<file path="config.mk">
export PLATFORM = sky130hd
export DESIGN_NAME = yuv_upsample_csc_flat
export DESIGN_NICKNAME = d
export VERILOG_FILES = /design/src/rtl/yuv_upsample_csc_if.sv /design/src/rtl/yuv_upsample_csc.sv /design/src/flat_wrapper.sv
export SDC_FILE = /design/constraint.sdc
export NUM_CORES = 2
export LEC_CHECK = 0
export CORE_UTILIZATION = 30
export DETAILED_ROUTE_END_ITERATION = 10
export PLACE_DENSITY_LB_ADDON = 0.3
export SLEW_MARGIN = 20
export SYNTH_ARGS = -nofsm -noshare
export SYNTH_HDL_FRONTEND = slang
export SYNTH_SLANG_ARGS = --single-unit
</file>
<file path="constraint.sdc">
create_clock -name Clock -period 24 [get_ports Clock]
set_clock_uncertainty 0.05 [all_clocks]
set_input_delay 4.8 -clock Clock [delete_from_list [all_inputs] [get_ports Clock]]
set_output_delay 4.8 -clock Clock [all_outputs]
set_load 0.01 [all_outputs]
</file>
<file path="src/rtl/yuv_upsample_csc_if.sv">
// SRAM port bundle for the YUV 4:2:2 to RGB frame converter.
interface yuv_upsample_csc_if;
   logic [15:0] SRAM_read_data;
   logic [17:0] SRAM_address;
   logic [15:0] SRAM_write_data;
   logic        SRAM_we_n;

   modport master (input SRAM_read_data, output SRAM_address, SRAM_write_data, SRAM_we_n);
   modport slave  (output SRAM_read_data, input SRAM_address, SRAM_write_data, SRAM_we_n);
endinterface

</file>
<file path="src/rtl/yuv_upsample_csc.sv">
// Frame converter: 4:2:2 YUV in SRAM -> 6-tap chroma upsample -> clipped RGB back to SRAM.
// Each pixel pair takes an 8-step schedule sharing four multipliers; next-pair reads overlap the writes.
module yuv_upsample_csc #(
   parameter int          IMG_WIDTH  = 320,
   parameter int          IMG_HEIGHT = 240,
   parameter logic [17:0] Y_BASE     = 18'd0,
   parameter logic [17:0] U_BASE     = 18'd38400,
   parameter logic [17:0] V_BASE     = 18'd57600,
   parameter logic [17:0] RGB_BASE   = 18'd146944
) (
   input  logic               Clock,
   input  logic               resetn,
   input  logic               start,
   yuv_upsample_csc_if.master sram,
   output logic               busy,
   output logic               done
);
   localparam int          N      = IMG_WIDTH / 2;
   localparam logic [17:0] YW     = 18'(IMG_WIDTH / 2);
   localparam logic [17:0] CW     = 18'(IMG_WIDTH / 4);
   localparam int          I2     = (N > 2) ? 2 : N - 1;
   localparam int          I3     = (N > 3) ? 3 : N - 1;
   localparam logic [17:0] C_OFS  = 18'(I2 / 2);
   localparam logic        I2_LO  = 1'(I2 % 2);
   localparam logic        I3_LO  = 1'(I3 % 2);
   localparam logic [17:0] LAST_K = 18'(N - 1);

   localparam logic [2:0] IDLE = 3'd0, ROW_INIT = 3'd1, ROW_RUN = 3'd2, ROW_END = 3'd3, DONE = 3'd4;

   localparam logic signed [31:0] K21 = 32'sd21, KN52 = -32'sd52, K159 = 32'sd159;
   localparam logic signed [31:0] KY = 32'sd76284, KRV = 32'sd104595, KGU = 32'sd25624;
   localparam logic signed [31:0] KGV = 32'sd53281, KBU = 32'sd132251;

   logic [2:0]        state, step;
   logic [15:0]       row, pair;
   logic [17:0]       y_row, c_row, wr_ptr, addr_q, nidx, nofs;
   logic [15:0]       wd_q, rd, y_cur, y_nxt, t0, t1, t2;
   logic              we_q, nlo, last_pair, last_row;
   logic [5:0][7:0]   u_win, v_win;
   logic [7:0]        u_new, v_new, uo, vo, r0, g0, b0, r1, g1, b1;
   logic signed [31:0] acc_u, acc_v, ys, gp;
   logic signed [31:0] ma [4], mb [4], p [4];

   assign sram.SRAM_address    = addr_q;
   assign sram.SRAM_write_data = wd_q;
   assign sram.SRAM_we_n       = we_q;
   assign rd                   = sram.SRAM_read_data;

   function automatic logic [7:0] sat8(input logic signed [31:0] x);
      if (x < 0) return 8'd0;
      if (x > 255) return 8'd255;
      return x[7:0];
   endfunction

   function automatic logic signed [31:0] ex(input logic [7:0] b);
      return $signed({24'd0, b});
   endfunction

   function automatic logic [7:0] pick(input logic [15:0] w, input logic lo);
      return lo ? w[7:0] : w[15:8];
   endfunction

   // Chroma sample entering the window for the next pair, clamped to the row end
   always_comb begin
      nidx = 18'(pair) + 18'd4;
      if (nidx > LAST_K) nidx = LAST_K;
      nofs = {1'b0, nidx[17:1]};
      nlo  = nidx[0];
   end

   assign last_pair = (18'(pair) == LAST_K);
   assign last_row  = (row == 16'(IMG_HEIGHT - 1));

   // Window element i holds sample k-2+i; steps 0-2 filter, 3-5 colour-convert
   always_comb begin
      for (int i = 0; i < 4; i++) begin
         ma[i] = '0;
         mb[i] = '0;
      end
      case (step)
         3'd0: begin
            ma = '{ex(u_win[0]), ex(u_win[1]), ex(u_win[2]), ex(u_win[3])};
            mb = '{K21, KN52, K159, K159};
         end
         3'd1: begin
            ma = '{ex(u_win[4]), ex(u_win[5]), ex(v_win[0]), ex(v_win[1])};
            mb = '{KN52, K21, K21, KN52};
         end
         3'd2: begin
            ma = '{ex(v_win[2]), ex(v_win[3]), ex(v_win[4]), ex(v_win[5])};
            mb = '{K159, K159, KN52, K21};
         end
         3'd3: begin
            ma = '{ex(y_cur[15:8]) - 32'sd16, ex(v_win[2]) - 32'sd128,
                   ex(u_win[2]) - 32'sd128, ex(v_win[2]) - 32'sd128};
            mb = '{KY, KRV, KGU, KGV};
         end
         3'd4: begin
            ma = '{ex(u_win[2]) - 32'sd128, ex(y_cur[7:0]) - 32'sd16,
                   ex(vo) - 32'sd128, ex(uo) - 32'sd128};
            mb = '{KBU, KY, KRV, KGU};
         end
         3'd5: begin
            ma = '{ex(vo) - 32'sd128, ex(uo) - 32'sd128, 32'sd0, 32'sd0};
            mb = '{KGV, KBU, 32'sd0, 32'sd0};
         end
         default: ;
      endcase
      for (int i = 0; i < 4; i++) p[i] = ma[i] * mb[i];
   end

   always_ff @(posedge Clock or negedge resetn) begin
      if (!resetn) begin
         state <= IDLE;  step <= '0;   row <= '0;   pair <= '0;
         y_row <= '0;    c_row <= '0;  wr_ptr <= '0;
         addr_q <= '0;   wd_q <= '0;   we_q <= 1'b1;
         busy <= 1'b0;   done <= 1'b0;
         y_cur <= '0;    y_nxt <= '0;  t0 <= '0;  t1 <= '0;  t2 <= '0;
         u_win <= '0;    v_win <= '0;  u_new <= '0; v_new <= '0;
         uo <= '0; vo <= '0; r0 <= '0; g0 <= '0; b0 <= '0; r1 <= '0; g1 <= '0; b1 <= '0;
         acc_u <= '0;    acc_v <= '0;  ys <= '0;  gp <= '0;
      end else begin
         we_q <= 1'b1;
         done <= 1'b0;
         case (state)
            IDLE: if (start) begin
               busy   <= 1'b1;
               state  <= ROW_INIT;
               step   <= '0;
               row    <= '0;
               pair   <= '0;
               y_row  <= '0;
               c_row  <= '0;
               wr_ptr <= RGB_BASE;
            end
            ROW_INIT: begin
               step <= step + 3'd1;
               case (step)
                  3'd0: addr_q <= Y_BASE + y_row;
                  3'd1: addr_q <= U_BASE + c_row;
                  3'd2: addr_q <= U_BASE + c_row + C_OFS;
                  3'd3: begin addr_q <= V_BASE + c_row;         y_cur <= rd; end
                  3'd4: begin addr_q <= V_BASE + c_row + C_OFS; t0 <= rd;    end
                  3'd5: t1 <= rd;
                  3'd6: t2 <= rd;
                  default: begin
                     // Left edge replicates sample 0 into the two taps before the row
                     u_win <= {pick(t1, I3_LO), pick(t1, I2_LO), t0[7:0], t0[15:8], t0[15:8], t0[15:8]};
                     v_win <= {pick(rd, I3_LO), pick(rd, I2_LO), t2[7:0], t2[15:8], t2[15:8], t2[15:8]};
                     state <= ROW_RUN;
                  end
               endcase
            end
            ROW_RUN: begin
               step <= step + 3'd1;
               case (step)
                  3'd0: begin
                     acc_u  <= p[0] + p[1] + p[2] + p[3];
                     addr_q <= Y_BASE + y_row + 18'(pair) + 18'd1;
                  end
                  3'd1: begin
                     acc_u  <= acc_u + p[0] + p[1];
                     acc_v  <= p[2] + p[3];
                     addr_q <= U_BASE + c_row + nofs;
                  end
                  3'd2: begin
                     acc_v  <= acc_v + p[0] + p[1] + p[2] + p[3];
                     addr_q <= V_BASE + c_row + nofs;
                  end
                  3'd3: begin
                     uo    <= sat8((acc_u + 32'sd128) >>> 8);
                     vo    <= sat8((acc_v + 32'sd128) >>> 8);
                     r0    <= sat8((p[0] + p[1]) >>> 16);
                     g0    <= sat8((p[0] - p[2] - p[3]) >>> 16);
                     ys    <= p[0];
                     y_nxt <= rd;
                  end
                  3'd4: begin
                     b0     <= sat8((ys + p[0]) >>> 16);
                     r1     <= sat8((p[1] + p[2]) >>> 16);
                     gp     <= p[1] - p[3];
                     ys     <= p[1];
                     u_new  <= pick(rd, nlo);
                     addr_q <= wr_ptr;
                     wd_q   <= {r0, g0};
                     we_q   <= 1'b0;
                     wr_ptr <= wr_ptr + 18'd1;
                  end
                  3'd5: begin
                     g1     <= sat8((gp - p[0]) >>> 16);
                     b1     <= sat8((ys + p[1]) >>> 16);
                     v_new  <= pick(rd, nlo);
                     addr_q <= wr_ptr;
                     wd_q   <= {b0, r1};
                     we_q   <= 1'b0;
                     wr_ptr <= wr_ptr + 18'd1;
                  end
                  3'd6: begin
                     addr_q <= wr_ptr;
                     wd_q   <= {g1, b1};
                     we_q   <= 1'b0;
                     wr_ptr <= wr_ptr + 18'd1;
                  end
                  default: begin
                     y_cur <= y_nxt;
                     u_win <= {u_new, u_win[5:1]};
                     v_win <= {v_new, v_win[5:1]};
                     if (last_pair) begin
                        pair <= '0;
                        if (last_row) begin
                           done  <= 1'b1;
                           busy  <= 1'b0;
                           state <= DONE;
                        end else begin
                           state <= ROW_END;
                        end
                     end else begin
                        pair <= pair + 16'd1;
                     end
                  end
               endcase
            end
            ROW_END: begin
               row   <= row + 16'd1;
               y_row <= y_row + YW;
               c_row <= c_row + CW;
               step  <= '0;
               state <= ROW_INIT;
            end
            DONE:    state <= IDLE;
            default: state <= IDLE;
         endcase
      end
   end
endmodule
</file>
<file path="src/flat_wrapper.sv">
// flat-port wrapper written by rule: the top's interface ports become plain ports
module yuv_upsample_csc_flat 
#(
   parameter int          IMG_WIDTH  = 320,
   parameter int          IMG_HEIGHT = 240,
   parameter logic [17:0] Y_BASE     = 18'd0,
   parameter logic [17:0] U_BASE     = 18'd38400,
   parameter logic [17:0] V_BASE     = 18'd57600,
   parameter logic [17:0] RGB_BASE   = 18'd146944
)
  (Clock, resetn, start, busy, done, sram_SRAM_read_data, sram_SRAM_address, sram_SRAM_write_data, sram_SRAM_we_n);
  yuv_upsample_csc_if sram_i ();
  input  logic Clock;
  input  logic resetn;
  input  logic start;
  output logic busy;
  output logic done;
  input wire logic [$bits(sram_i.SRAM_read_data)-1:0] sram_SRAM_read_data;
  output wire logic [$bits(sram_i.SRAM_address)-1:0] sram_SRAM_address;
  output wire logic [$bits(sram_i.SRAM_write_data)-1:0] sram_SRAM_write_data;
  output wire logic [$bits(sram_i.SRAM_we_n)-1:0] sram_SRAM_we_n;
  assign sram_i.SRAM_read_data = sram_SRAM_read_data;
  assign sram_SRAM_address = sram_i.SRAM_address;
  assign sram_SRAM_write_data = sram_i.SRAM_write_data;
  assign sram_SRAM_we_n = sram_i.SRAM_we_n;
  yuv_upsample_csc #(.IMG_WIDTH(IMG_WIDTH), .IMG_HEIGHT(IMG_HEIGHT), .Y_BASE(Y_BASE), .U_BASE(U_BASE), .V_BASE(V_BASE), .RGB_BASE(RGB_BASE)) u_core (.Clock(Clock), .resetn(resetn), .start(start), .sram(sram_i), .busy(busy), .done(done));
endmodule
</file>
After elaboration in Yosys (flattened, before gate mapping):

Index checks and enable logic that the tools add are counted.

* reductions and logical operators: 32
* shift-type cells: 0
* div/mod/pow operators: 0
* bitwise operators: 0
* eq/ne operators: 20
* magnitude comparators: 17
* multiply operators: 4
* multiplexer cells: 138
* add/subtract/negate cells: 40

Operator list (count)
* $pmux W128 S6: 2
* $add A32 B32 Y32: 13
* $mux W8: 33
* $mux W48: 4
* $pmux W32 S2: 3
* $pmux W48 S2: 2
* $pmux W18 S2: 4
* $mul A32 B32 Y32: 4
* $sub A32 B32 Y32: 4
* $gt A16 B9 Y1 const B: 6
* $lt A16 B1 Y1 const B: 6
* $pmux W16 S2: 3
* $pmux W18 S5: 1
* $mux W16: 5
* $add A18 B1 Y18 const B: 4
* $mux W18: 4
* $pmux W18 S4: 1
* $mux W1: 66
* $add A32 B9 Y32 const B: 2
* $gt A24 B9 Y1 const B: 2
* $lt A24 B1 Y1 const B: 2
* $pmux W16 S3: 1
* $add A16 B18 Y18 const A: 2
* $add A18 B17 Y18: 2
* other kinds (31): 75

* bits in latches: 0
* memories kept: 0
* flip-flop bits (word level): 513
* bits in read-only memories: 0
* bits in writable memories: 0
* output and inout port bits: 37
* input port bits: 19
* word-level logic and storage cells: 294

Depth between registers and ports, before layout:

* depth in word-level cells: 14
* gate-level depth with buffers: 59
* depth with buffers taken out: 55

Worst setup path after synthesis:

Ideal clock, no wire load.

* path kind: reg-to-reg
* start: register u_core.step[0]
* end: register u_core.acc_v[31]
* period minus slack after synthesis: 12.988 ns
* slack: 11.012 ns
* stages on the path, launching flop included: 47
* arrival time: 12.807 ns
* library setup time: 0.131 ns
* data required time: 23.819 ns
* cell sequence: dfrtp_1 > clkbuf_1 > inv_1 > ha_1 > clkbuf_1 > clkbuf_1 > nand2_1 > clkbuf_1 > nor2_1 > nor2_1 > clkinv_1 > nand2_1 > inv_1 > nor2_1 > fa_1 > xnor2_1 > xnor2_1 > fa_1 > [11 not listed] > nand2_1 > o21bai_1 > a21oi_1 > xnor2_1 > inv_1 > fa_1 > fa_1 > fa_1 > ha_1 > a21o_1 > a21o_1 > a21o_1 > a31o_2 > a21oi_1 > xnor3_1 > a22oi_1 > xnor2_1 > o21ai_1

* cells in the longest elaborated chain, start to end: 8
* elaborated cells between the ends (all ways): 20

Ends and longest elaborated chain
* start, declared: RTL line yuv_upsample_csc.sv:34 `logic [2:0] state, step;`
* start signal, assigned: RTL line yuv_upsample_csc.sv:137 `step <= step + 3'd1;`
* start signal, assigned: RTL line yuv_upsample_csc.sv:155 `step <= step + 3'd1;`
* $eq A3 B3 Y1, or another cell as far along: RTL line yuv_upsample_csc.sv:80 `case (step)`
* $pmux W128 S6: RTL line yuv_upsample_csc.sv:80
* $mul A32 B32 Y32: RTL line yuv_upsample_csc.sv:109 `for (int i = 0; i < 4; i++) p[i] = ma[i] * mb[i];`
* $add A32 B32 Y32 (4 in a row): RTL line yuv_upsample_csc.sv:167 `acc_v <= acc_v + p[0] + p[1] + p[2] + p[3];`
* $pmux W32 S2: RTL line yuv_upsample_csc.sv:156 `case (step)`
* end signal, assigned: RTL line yuv_upsample_csc.sv:163 `acc_v <= p[2] + p[3];`
* end signal, assigned: RTL line yuv_upsample_csc.sv:167
* end, declared: RTL line yuv_upsample_csc.sv:41 `logic signed [31:0] acc_u, acc_v, ys, gp;`

Parallel ways exist; a longest one is shown, timed or not.
A chain may end at the register's enable or synchronous reset.

Worst setup path in the final report:

* start: register u_core.step[0]
* end: register u_core.acc_u[31]

* cells in the longest elaborated chain, start to end: 7
* elaborated cells between the ends (all ways): 20

Ends and longest elaborated chain
* $eq A3 B3 Y1, or another cell as far along: RTL line yuv_upsample_csc.sv:80
* $pmux W128 S6: RTL line yuv_upsample_csc.sv:80
* $mul A32 B32 Y32: RTL line yuv_upsample_csc.sv:109
* $add A32 B32 Y32 (3 in a row): RTL line yuv_upsample_csc.sv:158 `acc_u <= p[0] + p[1] + p[2] + p[3];`
* $pmux W32 S2: RTL line yuv_upsample_csc.sv:156
* end signal, assigned: RTL line yuv_upsample_csc.sv:158
* end signal, assigned: RTL line yuv_upsample_csc.sv:162 `acc_u <= acc_u + p[0] + p[1];`
* end, declared: RTL line yuv_upsample_csc.sv:41

Parallel ways exist; a longest one is shown, timed or not.

==> impl_metrics.json <==
{
  "outcome": "finished, final reports clean",
  "portBuffers": 55,
  "track_usage_pct": 21.2,
  "final_common_cell": "inv_1",
  "crit_path_end": "u_core.acc_u[31]",
  "finalSetupTns_ns": 0,
  "htree_num_levels": 3,
  "yosys_register_bits": 504,
  "cts_tree": "built",
  "cp-start-kind": "flop",
  "antenna_found_initial": 14,
  "ys_async_sr_fraction_pct": 100,
  "synth_cells": 9054,
  "required_ns": 24.56,
  "io_pins": 56,
  "worstRegToRegCells": 51,
  "globalplace.congestion": 0.958,
  "crit_path_max_fanout": 45,
  "crit_type": "reg2reg",
  "synth_cell_type_count": 97,
  "drcViolationCount": 0,
  "avgViaCountPerCell": 5.11,
  "clock_latency_ns": 0.74,
  "hold_viol_final": 0,
  "synth_flop_cell": "dfrtp_1",
  "maxSlewHeadroom_pct": 19.8,
  "core_area_mm2": 0.269,
  "drive_above_1_share_pct": 5.08,
  "grt_pass1_vias": 66797,
  "cp_slowest_cell": "xor2_1",
  "ctsLongestPathBuffers": 3,
  "cp_top_family": "adder cells",
  "dr.pass1.iters": 6,
  "wl_um": 285000,
  "fmax_ghz": 0.0673,
  "fin_area_mm2": 0.0895,
  "reg2reg_from": "u_core.step[0]",
  "cts-root-buf": "clkbuf_16",
  "drtAntennaViolNets": 0,
  "ctsResizeCount": 0,
  "path_buf_inv": 10,
  "area.growth.synth_to_final_pct": 9.78,
  "syn_avg_cell_area_um2": 9.00,
  "overflow": 0,
  "start_util_pct": 30.3,
  "grt_start_max_net_pins": 190,
  "max_stage_delay_ns": 0.80,
  "period_share_pct": 61.9,
  "reg2reg_slack_ns": 9.15,
  "synth_edf_count": 0,
  "die_width_um": 523,
  "cp.depth": 51,
  "synth_area_mm2": 0.0815,
  "die_area_mm2": 0.274,
  "post-cts-setup-buffer-count": 0,
  "rsz0062_at_grt": "no",
  "yosysSeqAreaShare_pct": 15.5,
  "final_cell_mix": "inv_1 (1,591), fa_1 (1,190), ha_1 (907)",
  "hp-class": "reg2reg",
  "cts_made_buffers": 66,
  "cap_violations": 0,
  "period_needed_ns": 14.85,
  "nets": 11235,
  "clock_sinks": 504,
  "slew_violations": 0,
  "critPathMostFrequentCell": "inv_1",
  "arrival_ns": 15.41,
  "postPlaceCellArea_mm2": 0.0871,
  "dieHeight_um": 523,
  "endpoint_kind": "flop",
  "crit_start": "u_core.step[0]",
  "vias": 64968,
  "clkTransAtPathRegs_ns": 0.07,
  "worst_slew_pin_slew_ns": 1.20,
  "wl_per_cell_um": 22.4,
  "place_hpwl_um": 237000,
  "finalSetupViolCount": 0,
  "initialDrtViolationCount": 5160,
  "yosys_warnings": 0,
  "grt_pass1_wl_um": 437000,
  "postCtsHoldBufs": 0,
  "r2r-end": "u_core.acc_u[31]",
  "placementRows": 190
}
==> sequential cells by signal, summed over array words and instances (netlist names), 18 cells and up <==
signal	cells
u_core.wr_ptr	18
u_core.acc_u	32
u_core.u_win	48
u_core.sram.SRAM_address	18
u_core.gp	32
u_core.acc_v	32
u_core.ys	32
u_core.v_win	48
==> worst register-to-register path: cells and delay by family, from the launching register on <==
kind / cells / cell delay (ns)
adder cells (fa/ha/maj): 13 / 5.33
XOR/XNOR: 3 / 1.57
flip-flops: 1 / 0.52
AO/OA/AOI/OAI: 16 / 3.55
AND/OR/NAND/NOR: 9 / 2.67
buffers and inverters: 10 / 1.06
==> synth_stat cells, types with 104 or more instances <==
master / number / share of area, %
inv_1: 1591 / 7.3
nor3_1: 104 / 0.64
nor2_1: 797 / 3.7
xor2_1: 169 / 1.8
nand3_1: 120 / 0.74
a21oi_1: 552 / 3.4
xnor2_1: 331 / 3.6
a31oi_1: 118 / 0.91
a21o_1: 148 / 1.4
clkbuf_1: 207 / 0.95
fa_1: 1190 / 29
nand2_1: 742 / 3.4
o21ai_0: 396 / 2.4
dfrtp_1: 503 / 15
ha_1: 909 / 14
==> cell type report <==
| type | count | area (um2) |
|---|---|---|
| Multi-Input combinational cell | 6729 | 62300 |
| Inverter | 1594 | 5980 |
| Sequential cell | 504 | 12600 |
| Clock inverter | 32 | 439 |
| Clock buffer | 85 | 1860 |
| Timing Repair Buffer | 222 | 1860 |
| Fill cell | 27956 | 180000 |
| Tap cell | 3552 | 4440 |
| Antenna cell | 1 | 2.50 |
==> cells by family after synthesis <==
| family | after synthesis | synth area share, % |
|---|---|---|
| simple gates | 2192 | 11.9 |
| buf+inv | 1830 | 8.45 |
| xor+xnor | 507 | 5.58 |
| compound gates | 1827 | 14.1 |
| fa+ha+maj | 2099 | 43.2 |
| other cells | 1 | 0.00460 |
| mux | 94 | 1.26 |
| flops | 504 | 15.5 |
==> routing by layer <==
metal / share of wire, % / global-route usage, % / vias up
li1: - / - / 29806
met1: 47 / 30.5 / 32804
met2: 44 / 32.4 / 1970
met3: 6.6 / 3.53 / 382
met4: 3.3 / 6.21 / 6
met5: 0.015 / 0 / -
==> through the flow <==
step,utilization (%),hold WS [ns],instances,setup WS [ns]
finish,33.2,0.429,12719,9.15
global route,33.2,0.441,12718,8.38
CTS,33.2,0.434,12716,9.01
detailed placement,32.4,0.415,12599,9.14
global placement,32.4,0.408,12599,9.43
floorplan,-,0.396,9063,11.01
==> how the worst min path moves through the flow <==
stage / from / to / slack [ns] / depth (start not counted)
detailed placement: u_core.y_nxt[13] / u_core.y_nxt[13] / 0.41 / 2
finish: u_core.u_new[0] / u_core.u_new[0] / 0.43 / 2
global route: u_core.y_nxt[3] / u_core.y_nxt[3] / 0.44 / 2
floorplan: u_core.y_nxt[0] / u_core.y_nxt[0] / 0.40 / 2
global placement: u_core.y_nxt[14] / u_core.y_nxt[14] / 0.41 / 2
CTS: u_core.y_nxt[6] / u_core.y_nxt[6] / 0.43 / 2
Power is left out: the tool's default activity adds up to more than one toggle a clock period on the data nets, which glitch-free logic cannot reach.
